`src/rtl/mem_port_arbiter_pkg.sv`:
```
// Shared types for the unified-memory port arbiter: FSM states, grant codes
// and the fixed-priority pick used when both ports are eligible.
package mem_port_arbiter_pkg;

  typedef enum logic [1:0] {
    ARB_STARTUP = 2'd0,
    ARB_IDLE    = 2'd1,
    ARB_IF      = 2'd2,
    ARB_DM      = 2'd3
  } MEM_ARB_states;

  typedef enum logic [1:0] {
    GNT_NONE = 2'd0,
    GNT_IF   = 2'd1,
    GNT_DM   = 2'd2
  } MEM_ARB_grant;

  // Data port always wins a simultaneous request; IF gets the following slot.
  function automatic MEM_ARB_grant arb_pick(input logic if_elig, input logic dm_elig);
    MEM_ARB_grant g;
    if (dm_elig) begin
      g = GNT_DM;
    end else if (if_elig) begin
      g = GNT_IF;
    end else begin
      g = GNT_NONE;
    end
    return g;
  endfunction

endpackage

```
`src/rtl/mem_port_arbiter.sv`:
```
// Arbitrates one single-ported memory between instruction fetch and the MEM
// stage: power-up window, one access in flight, stall requests to hazard unit.
module mem_port_arbiter
  import mem_port_arbiter_pkg::*;
#(
  parameter int ADDR_W      = 32,
  parameter int DATA_W      = 32,
  parameter int MEM_LAT     = 2,
  parameter int STARTUP_CYC = 4
) (
  input  logic              clk,
  input  logic              rst_n,
  input  logic              if_req,
  input  logic [ADDR_W-1:0] if_addr,
  output logic [DATA_W-1:0] if_rdata,
  output logic              if_valid,
  input  logic              dm_req,
  input  logic              dm_we,
  input  logic [ADDR_W-1:0] dm_addr,
  input  logic [DATA_W-1:0] dm_wdata,
  output logic [DATA_W-1:0] dm_rdata,
  output logic              dm_valid,
  output logic              mem_cs,
  output logic              mem_we,
  output logic [ADDR_W-1:0] mem_addr,
  output logic [DATA_W-1:0] mem_wdata,
  input  logic [DATA_W-1:0] mem_rdata,
  output logic              stall_if,
  output logic              stall_mem,
  output logic              ready
);

  localparam int CNT_W = $clog2(MEM_LAT + 1);
  localparam int SU_W  = (STARTUP_CYC > 1) ? $clog2(STARTUP_CYC) : 1;
  localparam logic [CNT_W-1:0] CNT_DONE = CNT_W'(MEM_LAT);
  localparam logic [SU_W-1:0]  SU_LAST  = SU_W'(STARTUP_CYC - 1);

  MEM_ARB_states     state_q, state_d;
  MEM_ARB_grant      gnt_s;
  logic [CNT_W-1:0]  cnt_q, cnt_d;
  logic [SU_W-1:0]   su_cnt_q, su_cnt_d;
  logic              ready_q, ready_d;
  logic              mem_cs_q, mem_cs_d;
  logic              mem_we_q, mem_we_d;
  logic [ADDR_W-1:0] mem_addr_q, mem_addr_d;
  logic [DATA_W-1:0] mem_wdata_q, mem_wdata_d;
  logic              dm_store_q, dm_store_d;
  logic [DATA_W-1:0] if_rdata_q, if_rdata_d;
  logic [DATA_W-1:0] dm_rdata_q, dm_rdata_d;
  logic              if_valid_q, if_valid_d;
  logic              dm_valid_q, dm_valid_d;

  // Next-state logic: startup count, arbitration, access sequencing and capture.
  always_comb begin
    state_d     = state_q;
    gnt_s       = GNT_NONE;
    cnt_d       = cnt_q;
    su_cnt_d    = su_cnt_q;
    ready_d     = ready_q;
    mem_cs_d    = 1'b0;
    mem_we_d    = 1'b0;
    mem_addr_d  = mem_addr_q;
    mem_wdata_d = mem_wdata_q;
    dm_store_d  = dm_store_q;
    if_rdata_d  = if_rdata_q;
    dm_rdata_d  = dm_rdata_q;
    if_valid_d  = 1'b0;
    dm_valid_d  = 1'b0;

    case (state_q)
      ARB_STARTUP: begin
        if (su_cnt_q == SU_LAST) begin
          state_d  = ARB_IDLE;
          ready_d  = 1'b1;
          su_cnt_d = '0;
        end else begin
          su_cnt_d = su_cnt_q + SU_W'(1);
        end
      end
      ARB_IDLE: begin
        // A port whose valid is pulsing this cycle is finishing, not asking again.
        gnt_s = arb_pick(if_req & ~if_valid_q, dm_req & ~dm_valid_q);
      end
      ARB_IF: begin
        if (cnt_q == CNT_DONE) begin
          cnt_d      = '0;
          if_rdata_d = mem_rdata;
          if_valid_d = 1'b1;
          state_d    = ARB_IDLE;
          gnt_s      = dm_req ? GNT_DM : GNT_NONE;
        end else begin
          cnt_d = cnt_q + CNT_W'(1);
        end
      end
      ARB_DM: begin
        if (cnt_q == CNT_DONE) begin
          cnt_d      = '0;
          dm_valid_d = 1'b1;
          state_d    = ARB_IDLE;
          gnt_s      = if_req ? GNT_IF : GNT_NONE;
          if (!dm_store_q) begin
            dm_rdata_d = mem_rdata;
          end else begin
            dm_rdata_d = dm_rdata_q;
          end
        end else begin
          cnt_d = cnt_q + CNT_W'(1);
        end
      end
      default: begin
        state_d = ARB_STARTUP;
        ready_d = 1'b0;
      end
    endcase

    // Grant handling is shared by IDLE and the completion-cycle handover.
    case (gnt_s)
      GNT_IF: begin
        state_d     = ARB_IF;
        cnt_d       = '0;
        mem_cs_d    = 1'b1;
        mem_we_d    = 1'b0;
        mem_addr_d  = if_addr;
        mem_wdata_d = '0;
      end
      GNT_DM: begin
        state_d     = ARB_DM;
        cnt_d       = '0;
        mem_cs_d    = 1'b1;
        mem_we_d    = dm_we;
        mem_addr_d  = dm_addr;
        mem_wdata_d = dm_wdata;
        dm_store_d  = dm_we;
      end
      default: begin
        mem_cs_d = 1'b0;
      end
    endcase
  end

  // State and output registers; reset drops any access in flight.
  always_ff @(posedge clk or negedge rst_n) begin
    if (!rst_n) begin
      state_q     <= ARB_STARTUP;
      cnt_q       <= '0;
      su_cnt_q    <= '0;
      ready_q     <= 1'b0;
      mem_cs_q    <= 1'b0;
      mem_we_q    <= 1'b0;
      mem_addr_q  <= '0;
      mem_wdata_q <= '0;
      dm_store_q  <= 1'b0;
      if_rdata_q  <= '0;
      dm_rdata_q  <= '0;
      if_valid_q  <= 1'b0;
      dm_valid_q  <= 1'b0;
    end else begin
      state_q     <= state_d;
      cnt_q       <= cnt_d;
      su_cnt_q    <= su_cnt_d;
      ready_q     <= ready_d;
      mem_cs_q    <= mem_cs_d;
      mem_we_q    <= mem_we_d;
      mem_addr_q  <= mem_addr_d;
      mem_wdata_q <= mem_wdata_d;
      dm_store_q  <= dm_store_d;
      if_rdata_q  <= if_rdata_d;
      dm_rdata_q  <= dm_rdata_d;
      if_valid_q  <= if_valid_d;
      dm_valid_q  <= dm_valid_d;
    end
  end

  assign if_rdata  = if_rdata_q;
  assign if_valid  = if_valid_q;
  assign dm_rdata  = dm_rdata_q;
  assign dm_valid  = dm_valid_q;
  assign mem_cs    = mem_cs_q;
  assign mem_we    = mem_we_q;
  assign mem_addr  = mem_addr_q;
  assign mem_wdata = mem_wdata_q;
  assign ready     = ready_q;

  // Stalls must react to the request in the same cycle, but read 0 while in reset.
  assign stall_if  = rst_n & ((if_req & ~if_valid_q) | (if_req & ~ready_q));
  assign stall_mem = rst_n & ((dm_req & ~dm_valid_q) | (dm_req & ~ready_q));

endmodule

```
`config.mk`:
```
export PLATFORM = sky130hd
export DESIGN_NAME = mem_port_arbiter
export DESIGN_NICKNAME = d
export VERILOG_FILES = /design/src/rtl/mem_port_arbiter_pkg.sv /design/src/rtl/mem_port_arbiter.sv
export SDC_FILE = /design/constraint.sdc
export NUM_CORES = 1
export LEC_CHECK = 0
export CORE_MARGIN = 3
export CORE_UTILIZATION = 42
export CTS_CLUSTER_SIZE = 12
export DETAILED_ROUTE_END_ITERATION = 7
export HOLD_SLACK_MARGIN = 0.12
export PLACE_DENSITY = 0.77
export SLEW_MARGIN = 25
export SYNTH_ARGS = -nofsm -noshare
export SYNTH_HDL_FRONTEND = slang
export SYNTH_SLANG_ARGS = --single-unit
export TNS_END_PERCENT = 50
```
`constraint.sdc`:
```
create_clock -name clk -period 2.65 [get_ports clk]
set_clock_uncertainty 0.05 [all_clocks]
set_input_delay 0.3975 -clock clk [delete_from_list [all_inputs] [get_ports clk]]
set_output_delay 0.3975 -clock clk [all_outputs]
set_load 0.1 [all_outputs]
```
# Word-level counts from Yosys, hierarchy flattened

Cells that the tools add are included.

ROM bits: 0
Input port bits: 133
Flip-flop bits (word level): 140
RAM bits: 0
Memories kept: 0
Latch bits: 0
Word-level logic and storage cells: 68
Output and inout port bits: 135

Bitwise operators: 12
Add/subtract/negate cells: 2
Order comparisons: 0
Div/mod/pow operators: 0
Multiply operators: 0
Reductions and logical operators: 10
Multiplexer cells: 22
Shifts and indexed selects: 0
Equal/unequal tests: 9

Operators by type and width:

| cell                | number |
|---|---|
| $pmux 32 s2         | 2 |
| $mux 2              | 9 |
| $eq 2x2->1 const B  | 5 |
| $mux 1              | 8 |
| $pmux 2 s2          | 2 |
| $and 1x1->1         | 6 |
| $pmux 2 s3          | 1 |
| $reduce_and 3->1    | 2 |
| $add 2x1->2 const B | 2 |
| $eq 2x1->1 const B  | 2 |
| $ne 4x1->1 const B  | 1 |
| $ne 4x4->1 const B  | 1 |
| $not 1->1           | 4 |
| $reduce_and 2->1    | 2 |
| $reduce_bool 2->1   | 2 |
| $reduce_bool 4->1   | 1 |
| $reduce_or 2->1     | 2 |
| $logic_not 2->1     | 1 |
| $or 1x1->1          | 2 |

# Logic depth before layout (Yosys ltp)

Gate-level depths: netlist of the first run.

Depth after elaboration: 8
Depth in mapped cells: 11
Gate-level depth less buffers: 7

# Worst setup path before layout of the first run

OpenSTA, ideal clock, no wires.

Path kind: register -> output
From: register ready_q (netlist: ready)
To: output port stall_if
Data required time: 2.203 ns
Buffers on the path: 0
Data arrival time: 2.390 ns
Slack: -0.188 ns
Cell stages (with the launch flop): 2
Cell sequence: dfrtp_1 -> a21oi_1

Word-level cells in the longest chain between the ends: 4

Ends and longest elaborated chain:

| item                     | RTL line                | text |
|---|---|---|
| start: declaration       | mem_port_arbiter.sv:42  | `logic ready_q, ready_d;` |
| start signal: assignment | mem_port_arbiter.sv:161 | `ready_q <= ready_d;` |
| $not 1->1                | mem_port_arbiter.sv:185 | `assign stall_if = rst_n & ((if_req & ~if_valid_q) \| (if_req & ~ready_q));` |
| $and 1x1->1              | mem_port_arbiter.sv:185 |  |
| $or 1x1->1               | mem_port_arbiter.sv:185 |  |
| $and 1x1->1              | mem_port_arbiter.sv:185 |  |
| end: declaration         | mem_port_arbiter.sv:28  | `output logic stall_if,` |

Every way passes these cells.

# Final worst setup path of the first run

From: input port rst_n
To: output port stall_mem

Word-level cells in the longest chain between the ends: 1

Ends and longest elaborated chain:

| item               | RTL line                | text |
|---|---|---|
| start: declaration | mem_port_arbiter.sv:12  | `input logic rst_n,` |
| $and 1x1->1        | mem_port_arbiter.sv:186 | `assign stall_mem = rst_n & ((dm_req & ~dm_valid_q) \| (dm_req & ~ready_q));` |
| end: declaration   | mem_port_arbiter.sv:29  | `output logic stall_mem,` |

Every way passes these cells.

==> metrics.md, run 1 <==
| Metric | Value |
|---|---|
| Run status | `complete, no violations` |
| End of the critical path | `stall_mem` |
| Initial antenna violation count | `1` |
| Endpoints failing setup | `0` |
| Yosys warnings | `0` |
| Post-synthesis cell count | `470` |
| Count of port buffers added during placement | `267` |
| Reg-to-reg setup timing slack | `510 ps` |
| GRT Util Overall | `20.5%` |
| Slew margin rel. | `55.0%` |
| Area contributors post-synth | `dfrtp_1, mux2_4, nand2_1` |
| Stages on the worst setup path | `5` |
| TritonCTS clock tree | `done` |
| Post-synth top area share | `59.9%` |
| EDFF count, synth | `0` |
| Gp weighted congestion | `0.796` |
| Max Clk Rate | `466 MHz` |
| Grt ovf | `0` |
| Yosys top cell by area | `dfrtp_1` |
| # hold bufs at CTS | `1` |
| Period Utilization, post-route | `81.0%` |
| Pin count of the biggest net entering global routing | `132` |
| Highest net fanout along the worst path | `12` |
| CP Buf/Inv Count | `3` |
| Routed wire length | `16000 um` |
| Max Slew Vio Count | `0` |
| Fillers | `1001` |
| Delay-heaviest family, CP | `buffers and inverters` |
| Post-Syn Nets | `606` |
| Tightest Hold Check Type | `input pin to asynchronous set/reset pin` |
| Layout Cells excl Fill | `925` |
| Final min period | `2150 ps` |
| Commonest register cell after synthesis | `dfrtp_1` |
| Number of buffers created by CTS | `17` |
| Root Buffer | `clkbuf_16` |
| Share of flip-flops with an asynchronous set or reset | `100%` |
| First-pass GRT wire length | `24000 um` |
| Max Cap Viol | `0` |
| Worst stage delay on the critical path | `560 ps` |
| FF+latch count, synth | `140` |
| Sequential share of the synthesized area | `59.9%` |
| Avg Cell Area, Syn | `12.4 um2` |
| Post-cts resize count | `0` |
| Clock transition at the registers of the reported paths | `60 ps` |
| Chip height | `124 um` |
| Fraction of layout cells with a size suffix above 1 | `32.5%` |
| Required time of the critical path | `2200 ps` |
| Final HPWL DP | `11900 um` |
| DR WL/cell | `17.3 um` |
| First DRT Iteration DRCs | `220` |
| H-Tree Depth | `4` |
| Reg2reg path depth | `7` |
| Worst R2R End | `mem_addr[9]` |
| Final nets | `871` |
| Via/cell ratio | `4.92` |
| I/O pin count | `268` |
| Top cells by count, synth | `dfrtp_1, nand2_1, o21ai_0, mux2i_1, mux2_2` |
| Worst setup EP type | `output pin` |
| Worst Setup Start Kind | `input pin` |
| Worst r2r src | `state_q[1]` |
| CTS Sinks | `140` |
| Residual DRC count | `0` |
| DP Cell Count | `891` |
| Final Hold Viols | `0` |
| Critical Path Source | `rst_n` |
| Vias in the first global route | `4658` |
| CP Cell Sequence | `dlygate4sd3_1 > buf_6 > nand2_1 > a21oi_1 > buf_12` |
| Syn-to-layout area delta | `54.8%` |
| Clk Latency, worst-skew pair | `400 ps` |
| Slowest CP cell | `dlygate4sd3_1` |
| Setup Fix Bufs, Post-CTS | `0` |
| Die area | `15400 um2` |
| WS Path Type | `input pin to output pin` |
| Yosys cell types | `30` |
| Unrepaired setup endpoints after global routing | `false` |
| Starting Density | `43.5%` |
| Rows | `42` |
| Worst-Margin Slew | `675 ps` |
| Width of the die | `124 um` |
| CP Data Arrival Time | `1700 ps` |
| Via Count | `4550` |
| Cell Area, Synth | `5850 um2` |
| First-pass DRT Iterations | `4` |
| Count leader, synth | `dfrtp_1` |
| Remaining antenna violation count | `0` |
| Core area | `13500 um2` |
| CTS Buffer Depth | `2` |
[flip-flops by register name, summed over array words and instances, names as in the netlist]
register,cells
dm_rdata,32
if_rdata,32
mem_addr,32
mem_wdata,32
cnt_q,2
state_q,2
su_cnt_q,2
dm_store_q,1
dm_valid,1
if_valid,1
mem_cs,1
mem_we,1
ready,1
[worst min path at each step]
stage / slack (ps) / endpoint
after global routing: 350 / mem_we
after CTS: 300 / mem_addr[17]
after global placement: 170 / mem_we
final: 350 / mem_addr[24]
after floorplan: 50 / cnt_q[0]
after detailed placement: 180 / mem_we
[area by class of cell]
cell class	instances	area (um2)	area share (%)
tap	176	220	2.43
sequential	140	3500	38.7
antenna	1	2.50	0.0276
timing repair buffer	278	2510	27.7
multi-input combinational	295	2140	23.6
inverter	3	11.3	0.124
clock buffer	22	484	5.35
clock inverter	10	184	2.03
[metal layers]
metal	share of wire, %	GRT usage, %	vias up
li1	-	-	2129
met1	39	23.1	2191
met2	49	35.8	207
met3	10	6.99	23
met4	2.2	8.21	0
met5	0	0	-
[metrics by stage]
step	utilization [%]	hold WS, ps	setup TNS (ps)	cell area (um2)	setup WS, ps
2_1_floorplan	-	51.9	-375	5850	-188
3_3_place_gp	62.2	174	0	8370	320
3_5_place_dp	62.2	177	0	8370	243
4_1_cts	67.3	304	0	9050	516
5_1_grt	67.3	347	0	9050	332
6_report	67.3	354	0	9050	504
[placed cells by master (no fill, tap or decap), types with 6 or more instances in the layout]
cell type and n:
nand2_1 102, clkbuf_16 17, a21oi_1 6, mux2_1 6, buf_12 7, buf_4 138, mux2_2 31, clkdlybuf4s50_1 131
o21ai_0 65, mux2_4 30, mux2i_1 32, dfrtp_1 140
[cells by family after synthesis]
logic type                 synth area share, %
and+or+nand+nor                           8.28
DFF                                       59.9
AOI/OAI and AO/OA                         6.93
muxes                                     20.3
adders and majority gates                0.642
buffers and inverters                     3.92
[worst reg2reg max path, stage by stage, from the launching register on]
cell	delay (ps)
dfrtp_1	500
nand3b_1	200
nor2_4	210
o21a_1	180
ha_4	300
buf_12	230
mux2i_1	240
o21ai_0	100
Power of run 1 is left out: the tool's default activity adds up to more than one toggle a clock period on the data nets, which glitch-free logic cannot reach.
==> inputs of run 2 (changes only) <==
CORE_UTILIZATION = 38   (was 42)
PLACE_DENSITY = 0.73   (was 0.77)
clock period = 1.9 ns   (was 2.65 ns; I/O delays follow)
==> run 2 against run 1 <==
Largest cell class unchanged. Sequential cell count stayed put. Wire length decreased by 1.2%. Setup slack worse by 440 ps. Cell area is 2.3% higher. Critical endpoint is now mem_wdata[21]. Global-route usage is 2.0 points lower. Hold slack worse by 150 ps. Utilization down 4.8 points.
==> metrics.md, run 2 (same netlist as run 1, synthesis figures left out) <==
| Metric | Value |
|---|---|
| Run status | `complete, no violations` |
| Final HPWL DP | `11700 um` |
| Remaining antenna violation count | `0` |
| Worst r2r src | `state_q[0]` |
| First-pass GRT wire length | `24400 um` |
| Residual DRC count | `0` |
| Slew margin rel. | `62.0%` |
| Gp weighted congestion | `0.771` |
| Root Buffer | `clkbuf_16` |
| Initial antenna violation count | `0` |
| Worst Setup Start Kind | `register` |
| Starting Density | `39.5%` |
| Setup Fix Bufs, Post-CTS | `0` |
| Core area | `14800 um2` |
| Clk Latency, worst-skew pair | `400 ps` |
| Highest net fanout along the worst path | `12` |
| Rows | `44` |
| Number of buffers created by CTS | `17` |
| Fraction of layout cells with a size suffix above 1 | `34.5%` |
| Pin count of the biggest net entering global routing | `90` |
| Most frequent cells in the layout | `buf_4, dfrtp_1, clkdlybuf4s50_1` |
| Tightest Hold Check Type | `input pin to asynchronous set/reset pin` |
| Grt ovf | `0` |
| CTS Buffer Depth | `2` |
| Worst setup EP type | `register` |
| Via Count | `4546` |
| GRT Util Overall | `18.5%` |
| Count of port buffers added during placement | `267` |
| H-Tree Depth | `4` |
| DP Cell Count | `907` |
| First DRT Iteration DRCs | `159` |
| Reg2reg path depth | `7` |
| Critical Path Source | `state_q[0]` |
| Max Cap Viol | `0` |
| Chip height | `130 um` |
| Period Utilization, post-route | `96.9%` |
| Diode count | `0` |
| Max Slew Vio Count | `0` |
| DR WL/cell | `16.8 um` |
| Commonest non-fill, non-tap cell in the layout | `buf_4` |
| I/O pin count | `268` |
| Endpoints failing setup | `0` |
| Layout Cells excl Fill | `943` |
| TritonCTS clock tree | `done` |
| Routed wire length | `15800 um` |
| Die area | `16900 um2` |
| CP Data Arrival Time | `2110 ps` |
| Width of the die | `130 um` |
| Worst-Margin Slew | `569 ps` |
| CTS Sinks | `140` |
| Max Clk Rate | `543 MHz` |
| Via/cell ratio | `4.82` |
| Unrepaired setup endpoints after global routing | `true` |
| Required time of the critical path | `2170 ps` |
| Final Hold Viols | `0` |
| Vias in the first global route | `4718` |
| First-pass DRT Iterations | `4` |
| Setup TNS Final | `0 ps` |
| WS Path Type | `register to register` |
| Final Util | `62.5%` |
| Clock transition at the registers of the reported paths | `50 ps` |
| Fin Hold WS | `206 ps` |
| Syn-to-layout area delta | `58.4%` |
| Final nets | `882` |
| Final min period | `1840 ps` |
## run 2: cell count changes in the layout (fill, tap and decap cells not counted), moves of 2 or more
cell,previous run,this run
buf_16,0,2
buf_12,7,10
a21oi_1,6,4
o21ai_1,0,22
o21ai_0,65,42
buf_4,138,141
dfrtp_1,140,136
a21oi_2,0,2
dfrtp_2,0,3
clkbuf_16,17,19
## run 2: per-stage QoR
step	worst slack (ps)	instance area [um2]
after floorplan	-233	5910
after global placement	-179	8500
after detailed placement	-250	8500
after CTS	-35.6	9190
after global routing	-57.1	9260
final	59.1	9260
## run 2: critical path: stages, from the launching register on
cell and delay (ps):
dfrtp_1 510, and3_1 250, o21a_1 180, ha_4 220
buf_12 170, clkbuf_16 170, nand2_1 50, o21ai_1 140
## run 2: repair_timing
| item | in CTS | in global routing |
|---|---|---|
| pin swaps | 0 | 2 |
| hold endpoints to repair | 140 | 0 |
| hold buffers | 1 | 0 |
| resized for setup | 2 | 27 |
| cloned | 1 | 2 |
| setup endpoints to repair | 36 | 65 |
## run 2: routing by layer
metal	vias to the layer above	track usage (%)	routed length (um)	part of all wire (%)
met4	0	5.38	187	1.2
met2	218	32.3	7910	50
met1	2162	21.0	6140	39
met3	14	7.20	1560	9.9
met5	-	0	0	0
li1	2152	-	-	-
## run 2: final cells by class
class | instances | area [um2]
clock inverters | 9 | 158
multi-input cells | 295 | 2160
repair buffers | 289 | 2710
flip-flops and latches | 140 | 3510
fillers | 1162 | 5550
clock buffers | 23 | 488
inverters | 3 | 11.3
well taps | 184 | 230
## run 2: path summary, 6_finish.rpt
check / slack, ps / end
setup / recovery: 60 / mem_wdata[21]
hold / removal: 210 / ready
setup reg to reg: 60 / mem_wdata[21]
hold reg to reg: 440 / mem_addr[25]
max in group asynchronous: 810 / cnt_q[1]
min in group clk: 380 / mem_wdata[29]
Power of run 2 is left out for the same reason.
